[config.mk]
export PLATFORM = sky130hd
export DESIGN_NAME = regfile_wb_arbiter_flat
export DESIGN_NICKNAME = d
export VERILOG_FILES = /design/src/rtl/regfile_wb_arbiter_pkg.sv /design/src/rtl/regfile_wb_arbiter_if.sv /design/src/rtl/regfile_wb_arbiter_rr_arbiter.sv /design/src/rtl/regfile_wb_arbiter.sv /design/src/flat_wrapper.sv
export SDC_FILE = /design/constraint.sdc
export NUM_CORES = 1
export LEC_CHECK = 0
export BUFFER_PORTS_ARGS = -buffer_cell sky130_fd_sc_hd__buf_2
export CAP_MARGIN = 15
export CORE_ASPECT_RATIO = 0.6
export CORE_MARGIN = 4
export CORE_UTILIZATION = 35
export DETAILED_ROUTE_END_ITERATION = 6
export HOLD_SLACK_MARGIN = 0.15
export PLACE_DENSITY = 0.62
export RECOVER_POWER = 50
export SLEW_MARGIN = 20
export SYNTH_ARGS = -nofsm -noshare
export SYNTH_HDL_FRONTEND = slang
export SYNTH_HIERARCHICAL = 1
export SYNTH_SLANG_ARGS = --single-unit
[constraint.sdc]
create_clock -name CLK -period 5.9 [get_ports CLK]
set_input_delay 0 -clock CLK [delete_from_list [all_inputs] [get_ports CLK]]
set_output_delay 0 -clock CLK [all_outputs]
set_load 0.1 [all_outputs]
[src/rtl/regfile_wb_arbiter_pkg.sv]
// Shared constants and types for the register-file write-back control path.
// Optional bypass feature: REGFILE_WB_BYPASS_EN.
package regfile_ctl_pkg;

  localparam int ADDR_DEF     = 5;
  localparam int SIZE_DEF     = 32;
  localparam int NREQ_DEF     = 3;
  localparam int MAX_WAIT_DEF = 4;

  localparam logic OP_READ  = 1'b0;
  localparam logic OP_WRITE = 1'b1;

  typedef struct packed {
    logic [ADDR_DEF-1:0] rw;
    logic [SIZE_DEF-1:0] data;
  } slot_t;

endpackage

[src/rtl/regfile_wb_arbiter_if.sv]
// Bus between write-back sources, decode and the register-file port.
// Bypass signals exist only when REGFILE_WB_BYPASS_EN is defined.
interface regfile_wb_arbiter_if
  import regfile_ctl_pkg::*;
#(
  parameter int ADDR = ADDR_DEF,
  parameter int SIZE = SIZE_DEF,
  parameter int NREQ = NREQ_DEF
);
  logic [NREQ-1:0]      req_valid;
  logic [NREQ-1:0]      req_ready;
  logic [NREQ*ADDR-1:0] req_rw;
  logic [NREQ*SIZE-1:0] req_data;
  logic                 rd_req;
  logic                 rd_grant;
  logic                 OP;
  logic                 WE;
  logic [ADDR-1:0]      RW;
  logic [SIZE-1:0]      busW;
`ifdef REGFILE_WB_BYPASS_EN
  logic [ADDR-1:0]      rd_ra;
  logic [ADDR-1:0]      rd_rb;
  logic                 byp_a_hit;
  logic                 byp_b_hit;
  logic [SIZE-1:0]      byp_a_data;
  logic [SIZE-1:0]      byp_b_data;
`endif

  modport master (
    output req_valid, req_rw, req_data, rd_req,
`ifdef REGFILE_WB_BYPASS_EN
    output rd_ra, rd_rb,
    input  byp_a_hit, byp_b_hit, byp_a_data, byp_b_data,
`endif
    input  req_ready, rd_grant, OP, WE, RW, busW
  );

  modport slave (
    input  req_valid, req_rw, req_data, rd_req,
`ifdef REGFILE_WB_BYPASS_EN
    input  rd_ra, rd_rb,
    output byp_a_hit, byp_b_hit, byp_a_data, byp_b_data,
`endif
    output req_ready, rd_grant, OP, WE, RW, busW
  );

endinterface

[src/rtl/regfile_wb_arbiter_rr_arbiter.sv]
// Generic round-robin arbiter: first requester at or after i_ptr wins, wrapping.
// Not affected by REGFILE_WB_BYPASS_EN.
module rr_arbiter #(
  parameter int N = 3,
  localparam int IW = (N > 1) ? $clog2(N) : 1
) (
  input  logic [N-1:0]  i_req,
  input  logic [IW-1:0] i_ptr,
  output logic [N-1:0]  o_grant,
  output logic [IW-1:0] o_idx,
  output logic          o_any
);

  int w_idx;

  // Walk from the farthest offset back to ptr so the closest requester is the last to win.
  always_comb begin
    o_grant = '0;
    o_idx   = '0;
    o_any   = |i_req;
    w_idx   = 0;
    for (int off = N - 1; off >= 0; off--) begin
      w_idx = int'(i_ptr) + off;
      if (w_idx >= N) w_idx = w_idx - N;
      if (i_req[w_idx]) begin
        o_grant        = '0;
        o_grant[w_idx] = 1'b1;
        o_idx          = IW'(w_idx);
      end
    end
  end

endmodule

[src/rtl/regfile_wb_arbiter.sv]
// Write-back arbiter and read/write phase sequencer for the single-port register file.
// Define REGFILE_WB_BYPASS_EN to add decode-side bypass of pending results.
module regfile_wb_arbiter
  import regfile_ctl_pkg::*;
#(
  parameter int ADDR     = ADDR_DEF,
  parameter int SIZE     = SIZE_DEF,
  parameter int NREQ     = NREQ_DEF,
  parameter int MAX_WAIT = MAX_WAIT_DEF
) (
  input  logic                 CLK,
  input  logic                 RST_N,
  regfile_wb_arbiter_if.slave  bus
);

  localparam int IW = (NREQ > 1) ? $clog2(NREQ) : 1;
  localparam int CW = $clog2(MAX_WAIT + 1);

  logic [NREQ-1:0] r_held;
  logic [ADDR-1:0] r_rw   [NREQ];
  logic [SIZE-1:0] r_data [NREQ];
  logic [IW-1:0]   r_ptr;
  logic [CW-1:0]   r_starve;

  logic [NREQ-1:0] w_grant;
  logic [IW-1:0]   w_winIdx;
  logic            w_any;
  logic            w_writeCyc;
  logic [NREQ-1:0] w_accept;
  logic [NREQ-1:0] w_heldNext;

  rr_arbiter #(.N(NREQ)) u_rr (
    .i_req   (r_held),
    .i_ptr   (r_ptr),
    .o_grant (w_grant),
    .o_idx   (w_winIdx),
    .o_any   (w_any)
  );

  // Writes to r0 are accepted but dropped, so they never occupy a slot.
  always_comb begin
    w_accept = '0;
    for (int i = 0; i < NREQ; i++) begin
      w_accept[i] = bus.req_valid[i] && !r_held[i] && (bus.req_rw[i*ADDR +: ADDR] != '0);
    end
    w_heldNext = (r_held & ~(w_writeCyc ? w_grant : '0)) | w_accept;
  end

  always_comb begin
    w_writeCyc    = w_any && (!bus.rd_req || (r_starve == CW'(MAX_WAIT)));
    bus.OP        = w_writeCyc ? OP_WRITE : OP_READ;
    bus.WE        = w_writeCyc;
    bus.RW        = w_writeCyc ? r_rw[w_winIdx] : '0;
    bus.busW      = w_writeCyc ? r_data[w_winIdx] : '0;
    bus.rd_grant  = !w_writeCyc && bus.rd_req && RST_N;
    bus.req_ready = ~r_held;
  end

  always_ff @(posedge CLK or negedge RST_N) begin
    if (!RST_N) begin
      r_held   <= '0;
      r_ptr    <= '0;
      r_starve <= '0;
      for (int i = 0; i < NREQ; i++) begin
        r_rw[i]   <= '0;
        r_data[i] <= '0;
      end
    end else begin
      for (int i = 0; i < NREQ; i++) begin
        if (w_accept[i]) begin
          r_rw[i]   <= bus.req_rw[i*ADDR +: ADDR];
          r_data[i] <= bus.req_data[i*SIZE +: SIZE];
        end
      end
      r_held <= w_heldNext;
      if (w_writeCyc) begin
        r_ptr    <= (w_winIdx == IW'(NREQ - 1)) ? '0 : w_winIdx + IW'(1);
        r_starve <= '0;
      end else if (!w_any) begin
        r_starve <= '0;
      end else if (bus.rd_req && (r_starve != CW'(MAX_WAIT))) begin
        r_starve <= r_starve + CW'(1);
      end
    end
  end

`ifdef REGFILE_WB_BYPASS_EN
  // Descending scan so the lowest matching slot index wins.
  always_comb begin
    bus.byp_a_hit  = 1'b0;
    bus.byp_b_hit  = 1'b0;
    bus.byp_a_data = '0;
    bus.byp_b_data = '0;
    for (int i = NREQ - 1; i >= 0; i--) begin
      if (r_held[i] && (r_rw[i] == bus.rd_ra) && (bus.rd_ra != '0)) begin
        bus.byp_a_hit  = 1'b1;
        bus.byp_a_data = r_data[i];
      end
      if (r_held[i] && (r_rw[i] == bus.rd_rb) && (bus.rd_rb != '0)) begin
        bus.byp_b_hit  = 1'b1;
        bus.byp_b_data = r_data[i];
      end
    end
  end
`endif

endmodule

[src/flat_wrapper.sv]
// flat-port wrapper written by rule: the top's interface ports become plain ports
module regfile_wb_arbiter_flat import regfile_ctl_pkg::*;
#(
  parameter int ADDR     = ADDR_DEF,
  parameter int SIZE     = SIZE_DEF,
  parameter int NREQ     = NREQ_DEF,
  parameter int MAX_WAIT = MAX_WAIT_DEF
)
  (CLK, RST_N, bus_req_valid, bus_req_rw, bus_req_data, bus_rd_req, bus_req_ready, bus_rd_grant, bus_OP, bus_WE, bus_RW, bus_busW);
  regfile_wb_arbiter_if #(.ADDR(ADDR), .SIZE(SIZE), .NREQ(NREQ)) bus_i ();
  input  logic CLK;
  input  logic RST_N;
  input wire logic [$bits(bus_i.req_valid)-1:0] bus_req_valid;
  input wire logic [$bits(bus_i.req_rw)-1:0] bus_req_rw;
  input wire logic [$bits(bus_i.req_data)-1:0] bus_req_data;
  input wire logic [$bits(bus_i.rd_req)-1:0] bus_rd_req;
  output wire logic [$bits(bus_i.req_ready)-1:0] bus_req_ready;
  output wire logic [$bits(bus_i.rd_grant)-1:0] bus_rd_grant;
  output wire logic [$bits(bus_i.OP)-1:0] bus_OP;
  output wire logic [$bits(bus_i.WE)-1:0] bus_WE;
  output wire logic [$bits(bus_i.RW)-1:0] bus_RW;
  output wire logic [$bits(bus_i.busW)-1:0] bus_busW;
  assign bus_i.req_valid = bus_req_valid;
  assign bus_i.req_rw = bus_req_rw;
  assign bus_i.req_data = bus_req_data;
  assign bus_i.rd_req = bus_rd_req;
  assign bus_req_ready = bus_i.req_ready;
  assign bus_rd_grant = bus_i.rd_grant;
  assign bus_OP = bus_i.OP;
  assign bus_WE = bus_i.WE;
  assign bus_RW = bus_i.RW;
  assign bus_busW = bus_i.busW;
  regfile_wb_arbiter #(.ADDR(ADDR), .SIZE(SIZE), .NREQ(NREQ), .MAX_WAIT(MAX_WAIT)) u_core (.CLK(CLK), .RST_N(RST_N), .bus(bus_i));
endmodule
==> results.py, run 1 <==
metrics = {
    "hold_path": {
        "hp-class": "in2reg",
    },
    "placed_design": {
        "hpwl_mm": 11.4,
        "place.gp.congestion": 0.798,
        "port_buffers": 159,
    },
    "timing": {
        "min_period_ns": 3.88,
        "setup_viol": 0,
        "tightest_slew_ns": 1.92,
        "setup_tns_ns": 0,
        "rsz0062_at_grt": "false",
        "slew_viol_final": 79,
        "fin_crit_sh_pct": 65.8,
        "skew_ns": 0.00696,
        "hold_viol": 0,
        "max_freq_mhz": 258,
        "maxSlewHeadroom_pct": -28.3,
    },
    "synthesis": {
        "ys_seq_area_share_pct": 47.3,
        "synthAdderAreaFrac_pct": 1.19,
        "syn_nets": 610,
        "syn_avg_cell_area_sq_um": 12.9,
        "yosysWarnings": 6,
        "synth_edf_count": 0,
        "synth-seq-cells": 119,
        "synthFlopType": "dfrtp_1",
        "synthDistinctLibCells": 41,
        "synth-simple-area-share_pct": 9.00,
        "synthMuxAreaShare_pct": 29.2,
        "syn_inst": 487,
        "synth.cell_area_sq_mm": 0.00630,
        "synth_top_area_share_pct": 47.3,
        "synth_compound_area_share_pct": 7.69,
        "yosys.area_share.xor_xnor_pct": 0,
        "async_flop_share_pct": 100,
        "yosys.area.top_type": "dfrtp_1",
        "yosys-top-cells-area": "dfrtp_1 (47%), mux2_4 (21%), mux2i_1 (6.5%), or2_2 (3.6%), a21oi_1 (3.0%)",
        "synth_top_family_by_area": "multiplexers",
    },
    "floorplanning": {
        "dieArea_sq_mm": 0.0203,
        "core_area_sq_mm": 0.0174,
        "initial_core_util_pct": 36.2,
        "rows": 37,
        "ioPinCount": 160,
        "die_h_microns": 112,
        "die_x_microns": 181,
    },
    "clock_network": {
        "cts_max_path_buffers": 2,
        "cts-htree-levels": 4,
        "cts_root_buf": "clkbuf_16",
        "cts_tree": "done",
        "cts_sinks": 119,
        "path_clk_slew_ns": 0.05,
        "clk_latency_ns": 0.40,
        "cts_buffers": 17,
        "cts.hold.buffers_added": 126,
        "cts_setup_buffers": 0,
        "cts_resized": 0,
    },
    "worst_setup_path": {
        "crit_type": "reg2out",
        "path_cells": "inv_1, ha_1, nor3b_1, o211ai_1, a21boi_1, o22ai_4, nor2b_4, nand2_1, a21oi_1, buf_2",
        "crit_family": "simple AND/OR/NAND/NOR gates",
        "cp_slowest_cell": "nor2b_4",
        "end_kind": "output port",
        "critical_path.max_stage_delay_ns": 0.86,
        "cp_num_buf_inv": 2,
        "startpoint_type": "flop",
        "critPathRequiredTime_ns": 5.90,
        "crit_fanout": 38,
        "arrival_ns": 3.88,
    },
    "route": {
        "drc_errors": 0,
        "drt-total-wl_mm": 18.3,
        "drt-initial-drc-count": 289,
        "vias_per_cell": 4.78,
        "vias": 4826,
        "wl_per_cell_microns": 18.1,
        "dr.pass1.iters": 4,
        "postRouteAntennaNets": 0,
    },
    "global_routing": {
        "grt.total_usage_pct": 18.5,
        "grt_pass1_vias": 5438,
        "grt_overflow": 0,
        "grt_first_pass_wirelength_mm": 29.7,
        "grt_max_degree": 79,
        "antenna_found_initial": 0,
    },
    "run_status": {
        "outcome": "finished with violations",
        "violations": "max-capacitance violations, max-slew violations",
    },
    "layout": {
        "postLayoutCoreUtil_pct": 51.2,
        "antennaDiodeCount": 0,
        "syn_to_final_growth_pct": 41.6,
        "mostFrequentLayoutCells": "buf_2 (155), dlygate4sd3_1 (125), dfrtp_1 (119)",
        "final_nets": 886,
        "drive_gt1_share_pct": 42.6,
        "final_common_cell": "buf_2",
    },
    "job": {
        "maxCapViolCount": 1,
    },
}
[cell type report]
class / count / area, sq um
clock buffers: 20 / 467
multi-input cells: 325 / 2960
fillers: 1545 / 8490
inverters: 9 / 33.8
well taps: 234 / 293
repair buffers: 291 / 2090
flip-flops and latches: 119 / 2980
clock inverters: 11 / 101
[worst paths after layout]
kind | depth (start not counted) | from | end | slack [ns]
min | 3 | bus_req_valid[1] | u_core/r_rw[7] | 0.21
min in group asynchronous | 3 | RST_N | u_core/r_ptr[0] | 1.01
max reg2reg | 4 | u_core/r_held[2] | u_core/r_data[1] | 2.57
min reg2reg | 1 | u_core/r_starve[0] | u_core/r_starve[0] | 0.47
max in group asynchronous | 4 | RST_N | u_core/r_data[17] | 2.34
max | 10 | u_core/r_ptr[0] | bus_busW[8] | 2.02
[stage by stage]
| step | hold slack, ns | instance area (sq um) | instances | worst slack, ns |
|---|---|---|---|---|
| after global placement | 0.0341 | 7140 | 852 | 2.58 |
| after global routing | 0.209 | 8920 | 1009 | 1.63 |
| final | 0.211 | 8920 | 1009 | 2.02 |
| after floorplan | -0.296 | 6300 | 487 | 2.15 |
| after detailed placement | 0.0350 | 7140 | 852 | 2.47 |
| after CTS | 0.157 | 8980 | 1009 | 2.01 |
[cell usage after synthesis (6+ instances only)]
| cell | count |
|---|---|
| nand2_1 | 46 |
| mux2_2 | 11 |
| mux2i_1 | 41 |
| a22o_1 | 12 |
| clkbuf_1 | 12 |
| mux2_4 | 87 |
| buf_12 | 9 |
| or2_2 | 36 |
| dfrtp_1 | 119 |
| ha_1 | 6 |
| inv_1 | 9 |
| a21oi_1 | 38 |
[cells by family after synthesis]
| group | after synthesis |
|---|---|
| multiplexers | 139 |
| buffers and inverters | 43 |
| AO/OA/AOI/OAI | 74 |
| flip-flops | 119 |
| AND/OR/NAND/NOR | 106 |
| adder cells (fa/ha/maj) | 6 |
[worst register-to-register path: stages (launching register included)]
cell and delay, ns:
dfrtp_1 0.51, nor2b_1 0.66, o31a_1 1.08, buf_4 0.57, mux2_2 0.39
[sequential cells by signal, summed over array words and instances (netlist names)]
name,flops
u_core/r_data,96
u_core/r_rw,15
u_core/r_held,3
u_core/r_starve,3
u_core/r_ptr,2
[routing by layer]
layer / routed length [microns] / track usage, % / part of all wire [%] / vias up
met5: 0 / 0 / 0 / -
met4: 189 / 4.65 / 1.0 / 0
met3: 990 / 4.51 / 5.4 / 16
met2: 8340 / 29.4 / 46 / 140
met1: 8740 / 25.4 / 48 / 2412
li1: - / - / - / 2258
Power of run 1 is not shown: default switching activity piles up to over one toggle a cycle in this logic, so the estimate is an artifact.
==> run 2, diff against run 1 <==
--- a/config.mk
+++ b/config.mk
@@ -5,6 +5,7 @@
 export SDC_FILE = /design/constraint.sdc
 export NUM_CORES = 1
 export LEC_CHECK = 0
+export ABC_AREA = 1
 export BUFFER_PORTS_ARGS = -buffer_cell sky130_fd_sc_hd__buf_2
 export CAP_MARGIN = 15
 export CORE_ASPECT_RATIO = 0.6
@@ -12,7 +13,7 @@
 export CORE_UTILIZATION = 35
 export DETAILED_ROUTE_END_ITERATION = 6
 export HOLD_SLACK_MARGIN = 0.15
-export PLACE_DENSITY = 0.62
+export PLACE_DENSITY = 0.64
 export RECOVER_POWER = 50
 export SLEW_MARGIN = 20
 export SYNTH_ARGS = -nofsm -noshare
==> constraint.sdc (replaced) <==
create_clock -name CLK -period 3.48 [get_ports CLK]
set_input_delay 0 -clock CLK [delete_from_list [all_inputs] [get_ports CLK]]
set_output_delay 0 -clock CLK [all_outputs]
set_load 0.1 [all_outputs]
==> results.py, run 2 <==
metrics = {
    "layout": {
        "mostFrequentLayoutCells": "nand2_1 (405), nand3_1 (182), dfrtp_1 (119)",
        "largest_register_ffs": 96,
        "syn_to_final_growth_pct": 48.1,
        "final_common_cell": "nand2_1",
        "top_register": "u_core/r_data",
        "largestRegisters": "u_core/r_data (96), u_core/r_rw (15)",
        "drive_gt1_share_pct": 20.7,
        "antennaDiodeCount": 0,
        "final_nets": 1221,
    },
    "worst_setup_path": {
        "crit_fanout": 21,
        "startpoint_type": "flop",
        "critPathRequiredTime_ns": 3.48,
        "arrival_ns": 3.22,
        "r2r_slack_ns": 0.77,
        "crit_type": "reg2out",
        "end_kind": "output port",
    },
    "global_routing": {
        "grt_max_degree": 75,
        "grt_first_pass_wirelength_mm": 34.4,
        "grt.total_usage_pct": 21.8,
        "grt_overflow": 0,
        "grt_pass1_vias": 6118,
        "antenna_found_initial": 0,
    },
    "route": {
        "vias_per_cell": 4.80,
        "wl_per_cell_microns": 16.2,
        "vias": 6455,
        "drt-initial-drc-count": 759,
        "drt-total-wl_mm": 21.8,
        "postRouteAntennaNets": 0,
        "drc_errors": 0,
        "dr.pass1.iters": 6,
    },
    "synthesis": {
        "async_flop_share_pct": 100,
        "synth_most_common_cell": "nand2_1",
        "synth.cell_area_sq_mm": 0.00624,
        "synth_top_area_share_pct": 47.8,
        "ys_seq_area_share_pct": 47.8,
        "synth_edf_count": 0,
        "syn_avg_cell_area_sq_um": 7.38,
        "yosys.area.top_type": "dfrtp_1",
        "synth_commonest_cells": "nand2_1 (407), nand3_1 (181), dfrtp_1 (119)",
        "yosys-top-cells-area": "dfrtp_1 (48%), nand2_1 (24%), nand3_1 (15%), inv_1 (2.3%), buf_6 (2.0%)",
        "synth-seq-cells": 119,
        "yosysWarnings": 6,
        "syn_inst": 845,
        "synthFlopType": "dfrtp_1",
        "syn_nets": 968,
        "synthDistinctLibCells": 20,
    },
    "timing": {
        "fin_crit_sh_pct": 92.4,
        "setup_viol": 0,
        "rsz0062_at_grt": "false",
        "slew_viol_final": 75,
        "hold_ws_ns": 0.135,
        "min_period_ns": 3.22,
        "tightest_slew_ns": 1.85,
        "skew_ns": 0.00596,
        "maxSlewHeadroom_pct": -23.5,
        "max_freq_mhz": 311,
        "setup_slack_ns": 0.263,
        "hold_viol": 0,
    },
    "clock_network": {
        "cts_max_path_buffers": 2,
        "cts_sinks": 119,
        "path_clk_slew_ns": 0.06,
        "cts_root_buf": "clkbuf_16",
        "cts_tree": "done",
        "cts_buffers": 17,
        "clk_latency_ns": 0.41,
        "cts-htree-levels": 4,
    },
    "floorplanning": {
        "rows": 37,
        "dieArea_sq_mm": 0.0201,
        "initial_core_util_pct": 36.0,
        "die_h_microns": 111,
        "die_x_microns": 180,
        "core_area_sq_mm": 0.0173,
        "ioPinCount": 160,
    },
    "hold_path": {
        "hp-class": "in2async",
    },
    "placed_design": {
        "preCtsSetupSlack_ns": 0.337,
        "port_buffers": 159,
        "hpwl_mm": 14.9,
        "place.gp.congestion": 0.936,
    },
    "job": {
        "maxCapViolCount": 1,
    },
    "run_status": {
        "violations": "max-capacitance violations, max-slew violations",
        "outcome": "finished with violations",
    },
}
==> run 2: cells by family (layout without fill, tap and decap cells) <==
family | count (synthesis) | in the layout | share of synthesized area, %
simple gates | 615 | 616 | 42.2
flops | 119 | 119 | 47.8
buf+inv | 102 | 367 | 8.55
fa+ha+maj | 6 | 6 | 1.20
compound gates | 2 | 2 | 0.160
xor+xnor | 1 | 1 | 0.140
==> run 2: what timing repair did <==
action                                  4_1_cts  5_1_grt
hold endpoints to repair                    163        0
buffers inserted                              3        2
pin swaps                                     1        2
gates resized for setup                       2       26
cloned                                        1        0
endpoints found under the setup margin       19       37
hold buffers                                113        0
==> run 2: worst max-delay path, stage by stage (launching register included) <==
cell	delay, ns
dfrtp_1	0.40
inv_1	0.09
ha_1	0.37
inv_2	0.10
nand3_2	0.07
nand2_1	0.13
nand2_1	0.09
nand2_1	0.09
nand2_1	0.06
nand2_1	0.09
nand2_2	0.23
inv_2	0.17
buf_4	0.27
nand3_1	0.12
nand3_1	0.11
nand2_1	0.05
inv_1	0.07
clkbuf_4	0.32
==> run 2: area by class of cell <==
type / count / area, sq um
clock buffers: 18 / 439
multi-input cells: 625 / 2740
flip-flops and latches: 119 / 2980
clock inverters: 14 / 245
repair buffers: 286 / 2360
fillers: 1626 / 8080
inverters: 49 / 184
well taps: 234 / 293
==> run 2: metal layers <==
layer | share of wire [%] | track usage [%] | wire length, microns
met1 | 51 | 35.6 | 11100
met2 | 38 | 28.3 | 8340
met3 | 10 | 5.97 | 2180
met4 | 0.87 | 4.23 | 190
met5 | 0 | 0 | 0
==> run 2: worst paths after layout <==
| check | start | end | cells after the start |
|---|---|---|---|
| min in group CLK | bus_req_valid[2] | u_core/r_rw[4] | 6 |
| max in group asynchronous | RST_N | u_core/r_data[3] | 3 |
| worst max register to register | u_core/r_held[1] | u_core/r_data[53] | 6 |
| worst min register to register | u_core/r_rw[2] | u_core/r_rw[2] | 2 |
| worst min-delay path | RST_N | u_core/r_data[45] | 2 |
| worst max-delay path | u_core/r_ptr[0] | bus_busW[10] | 17 |
==> run 2: through the flow <==
stage / utilization, % / instances / cell area, sq um / TNS [ns]
after floorplan: - / 845 / 6240 / 0
after global placement: 42.4 / 1194 / 7340 / 0
after detailed placement: 42.4 / 1194 / 7340 / 0
after CTS: 53.0 / 1343 / 9190 / -0.0296
after global routing: 53.3 / 1345 / 9240 / 0
final: 53.3 / 1345 / 9240 / 0
Power of run 2 is left out for the same reason.
